`src/rtl/exc_seq_ctrl.sv`:
```
// Exception sequencer: on an exception it saves PC-4 into EPC, fetches the cause's vector byte and loads it into PC.
// Latency 5+MEM_LAT busy cycles from request edge to done; requests while busy are dropped (no queueing, no backpressure).
module exc_seq_ctrl #(
    parameter logic [31:0] VEC_OPCODE = 32'd253,
    parameter logic [31:0] VEC_OVF    = 32'd254,
    parameter logic [31:0] VEC_DIV0   = 32'd255,
    parameter int          MEM_LAT    = 2
) (
    input  logic        clk,
    input  logic        reset,
    input  logic        exc_opcode,
    input  logic        exc_ovf,
    input  logic        exc_div0,
    output logic        busy,
    output logic        alu_sub,
    output logic        epc_w,
    output logic        mem_addr_sel,
    output logic [31:0] vec_addr,
    output logic        pc_src_vec,
    output logic        pc_w,
    output logic        done,
    output logic [1:0]  exc_cause
);

    localparam int CNT_W = 3;

    if (MEM_LAT < 1 || MEM_LAT > 7) begin : g_bad_mem_lat
        $error("exc_seq_ctrl: MEM_LAT must be in 1..7");
    end

    typedef enum logic [2:0] {
        S_IDLE = 3'd0,
        S_CALC = 3'd1,
        S_EPC  = 3'd2,
        S_ADDR = 3'd3,
        S_WAIT = 3'd4,
        S_LOAD = 3'd5,
        S_DONE = 3'd6
    } state_t;

    state_t             state_q, state_d;
    logic [CNT_W-1:0]   cnt_q, cnt_d;
    logic [1:0]         cause_q, cause_d;

    // State register
    always_ff @(posedge clk) begin
        if (reset) begin
            state_q <= S_IDLE;
            cnt_q   <= '0;
            cause_q <= 2'b00;
        end else begin
            state_q <= state_d;
            cnt_q   <= cnt_d;
            cause_q <= cause_d;
        end
    end

    // Next-state logic; opcode outranks overflow outranks divide-by-zero
    always_comb begin
        state_d = state_q;
        cnt_d   = cnt_q;
        cause_d = cause_q;
        unique case (state_q)
            S_IDLE: begin
                if (exc_opcode) begin
                    cause_d = 2'b01;
                    state_d = S_CALC;
                end else if (exc_ovf) begin
                    cause_d = 2'b10;
                    state_d = S_CALC;
                end else if (exc_div0) begin
                    cause_d = 2'b11;
                    state_d = S_CALC;
                end
            end
            S_CALC: state_d = S_EPC;
            S_EPC:  state_d = S_ADDR;
            S_ADDR: begin
                cnt_d   = CNT_W'(MEM_LAT - 1);
                state_d = S_WAIT;
            end
            S_WAIT: begin
                // Counter starts at MEM_LAT-1, so WAIT lasts exactly MEM_LAT cycles
                if (cnt_q == '0) begin
                    state_d = S_LOAD;
                end else begin
                    cnt_d = cnt_q - 1'b1;
                end
            end
            S_LOAD: state_d = S_DONE;
            S_DONE: state_d = S_IDLE;
            default: state_d = S_IDLE;
        endcase
    end

    logic [31:0] cause_vec;

    always_comb begin
        cause_vec = '0;
        unique case (cause_q)
            2'b01:   cause_vec = VEC_OPCODE;
            2'b10:   cause_vec = VEC_OVF;
            2'b11:   cause_vec = VEC_DIV0;
            default: cause_vec = '0;
        endcase
    end

    // Moore outputs decoded from the registered state
    always_comb begin
        busy         = 1'b0;
        alu_sub      = 1'b0;
        epc_w        = 1'b0;
        mem_addr_sel = 1'b0;
        pc_src_vec   = 1'b0;
        pc_w         = 1'b0;
        done         = 1'b0;
        vec_addr     = '0;
        if (state_q != S_IDLE) begin
            busy     = 1'b1;
            vec_addr = cause_vec;
        end
        unique case (state_q)
            S_CALC: alu_sub = 1'b1;
            S_EPC: begin
                alu_sub = 1'b1;
                epc_w   = 1'b1;
            end
            S_ADDR: mem_addr_sel = 1'b1;
            S_WAIT: mem_addr_sel = 1'b1;
            S_LOAD: begin
                mem_addr_sel = 1'b1;
                pc_src_vec   = 1'b1;
                pc_w         = 1'b1;
            end
            S_DONE: done = 1'b1;
            default: ;
        endcase
    end

    assign exc_cause = cause_q;

endmodule

```
`config.mk`:
```
export PLATFORM = sky130hd
export DESIGN_NAME = exc_seq_ctrl
export DESIGN_NICKNAME = d
export VERILOG_FILES = /design/src/rtl/exc_seq_ctrl.sv
export SDC_FILE = /design/constraint.sdc
export NUM_CORES = 1
export LEC_CHECK = 0
export ABC_AREA = 1
export CORE_MARGIN = 2
export CORE_UTILIZATION = 39
export CTS_BUF_LIST = sky130_fd_sc_hd__clkbuf_4
export DETAILED_ROUTE_END_ITERATION = 10
export PLACE_DENSITY = 0.95
export SYNTH_ARGS = -nofsm -noshare
export SYNTH_HDL_FRONTEND = slang
export SYNTH_SLANG_ARGS = --single-unit
```
`constraint.sdc`:
```
create_clock -name clk -period 2.7 [get_ports clk]
set_input_delay 0.405 -clock clk [delete_from_list [all_inputs] [get_ports clk]]
set_output_delay 0.405 -clock clk [all_outputs]
set_load 0.005 [all_outputs]
```
==> impl_metrics.json <==
{
  "critPathKind": "flop to output pin",
  "peakVddDrop_v": 0.000248,
  "cts_resized": 0,
  "hold_buffers": 0,
  "n_antenna_cell": 0,
  "startpoint_type": "flop",
  "hold_path_end": "cnt_q[1]$_SDFFE_PP0P_",
  "p_total_mw": 0.368,
  "min_from": "cnt_q[1]$_SDFFE_PP0P_",
  "vias": 555,
  "ys_seq_area_share_pct": 23.4,
  "max_cap_viol_count": 0,
  "regArea_um2": 160,
  "start_util_pct": 40.4,
  "dp_hpwl_um": 1020,
  "antenna_left": 0,
  "die_x_um": 45.9,
  "cts_tree": "built",
  "insertion_delay_ps": 260,
  "synthCells": 93,
  "min_period_over_period_pct": 84.8,
  "cts_sinks": 8,
  "reg2regPathDepth": 7,
  "r2r_end": "cnt_q[0]$_SDFFE_PP0P_",
  "gp_congestion": 0.859,
  "drive_gt1_share_pct": 12.7,
  "finClkSkew_ps": 2.63,
  "cts_setup_buffers": 0,
  "ys_seq_elements": 8,
  "dr.pass1.iters": 4,
  "drc": 0,
  "dp_slack_ps": 694,
  "fin_hold_ws_ps": 476,
  "track_usage_pct": 12.6,
  "setup_viol": 0,
  "rsz0062_at_grt": "false",
  "area_growth_pct": 16.8,
  "cp_max_fo": 6,
  "std_cell_rows": 15,
  "worst_setup_path_end_kind": "output pin",
  "vias_per_cell": 4.37,
  "power_density_nw_per_um2": 461,
  "die_area_um2": 2100,
  "post_drt_wl_per_cell_um": 9.40,
  "cp.arrival_ps": 1890,
  "fillers": 181,
  "final_hold_viol_count": 0,
  "power.leakage_nw": 0.365,
  "max_freq_ghz": 0.437,
  "coreArea_um2": 1690,
  "clk_pin_slew_ps": 60,
  "slew_viol_final": 0,
  "die_y_um": 45.9,
  "min_path_cells": 2,
  "grt_overflow_total": 0,
  "grt_pass1_wl_um": 1780,
  "routed_wl_um": 1190,
  "rr_startpoint": "cnt_q[0]$_SDFFE_PP0P_",
  "grt_max_degree": 7,
  "finish.utilization_pct": 47.3,
  "io_pins": 46,
  "antenna_found_initial": 0,
  "grt_pass1_vias": 452,
  "ys_types": 20,
  "cts_buffers": 3,
  "cts-root-buf": "clkbuf_4",
  "worstPathRequired_ps": 2300,
  "rrSetupSlack_ps": 1330,
  "drtIter0Drc": 6,
  "fin_ws_ps": 410,
  "htree_levels": 1,
  "synth_warnings": 0,
  "finalCriticalPeriod_ps": 2290,
  "fin_tns_setup_ps": 0,
  "hold_path_class": "flop to flop",
  "syn_avg_cell_area_um2": 7.35,
  "nets": 119,
  "multi_input_area_um2": 330,
  "portBuffers": 21,
  "status": "completed",
  "clock_path_buffers": 2,
  "netlist_area_um2": 683
}
## registers in the layout, indices dropped and copies added, names as in the netlist
register   count
cnt_q          3
exc_cause      2
state_q        3
## cell families (layout without fill, tap and decap cells)
group	after synthesis	after routing	synth area share [%]
AND/OR/NAND/NOR	28	28	21.8
flip-flops	8	8	23.4
adder cells (fa/ha/maj)	2	2	3.66
buffers and inverters	43	37	40.8
other	1	24	0.549
AO/OA/AOI/OAI	11	11	9.71
## worst max-delay path, stage by stage, from the launching register on
cell	delay, ps
dfxtp_1	450
nor2_4	100
nand2_4	100
clkinv_4	70
a21oi_1	320
clkdlybuf4s50_1	590
## power breakdown
group | internal (mW) | total (mW) | switching (mW)
registers | 0.127 | 0.136 | 0.00853
clock network | 0.0510 | 0.0943 | 0.0433
logic | 0.0722 | 0.138 | 0.0661
## synthesized netlist by cell type (all sizes together)
library cell | instances | area [um^2]
a21oi | 6 | 37.5
buf | 30 | 225
clkinv | 1 | 8.76
conb | 1 | 3.75
dfxtp | 8 | 160
ha | 2 | 25.0
inv | 12 | 45.0
nand2 | 9 | 51.3
nand3 | 5 | 25.0
nand3b | 2 | 15.0
nor2 | 12 | 57.6
o21ai | 5 | 28.8
## layer usage
layer | share of wire [%] | vias to the layer above | track usage [%] | routed length (um)
met5 | 0 | - | 0 | 0
met4 | 3.7 | 0 | 12.0 | 44
met3 | 9.0 | 4 | 4.37 | 107
met2 | 51 | 31 | 20.0 | 606
met1 | 36 | 251 | 12.6 | 434
li1 | - | 269 | - | -
## cell type report
class	instances	area share [%]
Timing Repair Buffer	21	26.3
Inverter	13	6.74
Clock buffer	3	2.82
Tap cell	17	2.66
Multi-Input combinational cell	65	41.4
Sequential cell	8	20.1
## placed cells by master (no fill, tap or decap), types with 2 or more instances in the layout
cell             count
dfxtp_1              8
clkbuf_4             3
a21oi_2              2
ha_1                 2
o21ai_1              3
nand3_1              5
a21oi_1              4
nand2_4              2
conb_1              24
clkdlybuf4s50_1     21
nand2_1              6
nor2_2               2
nor2_1               9
inv_1               11
nand3b_1             2
## stage by stage
| step | instances | cell area [um^2] |
|---|---|---|
| 2_1_floorplan | 116 | 769 |
| 3_3_place_gp | 124 | 776 |
| 3_5_place_dp | 124 | 776 |
| 4_1_cts | 127 | 798 |
| 5_1_grt | 127 | 798 |
| 6_report | 127 | 798 |
## worst max path at each step
stage | start | to | slack [ps] | depth (start not counted)
after global routing | state_q[0]$_SDFFE_PP0P_ | vec_addr[7] | 320 | 5
final | state_q[0]$_SDFFE_PP0P_ | vec_addr[6] | 410 | 5
after global placement | state_q[0]$_SDFFE_PP0P_ | vec_addr[3] | 780 | 5
after detailed placement | state_q[0]$_SDFFE_PP0P_ | vec_addr[6] | 690 | 5
after CTS | state_q[0]$_SDFFE_PP0P_ | vec_addr[6] | 410 | 5
after floorplan | state_q[0]$_SDFFE_PP0P_ | vec_addr[3] | 1160 | 5
(Power assumes the default switching activity.)
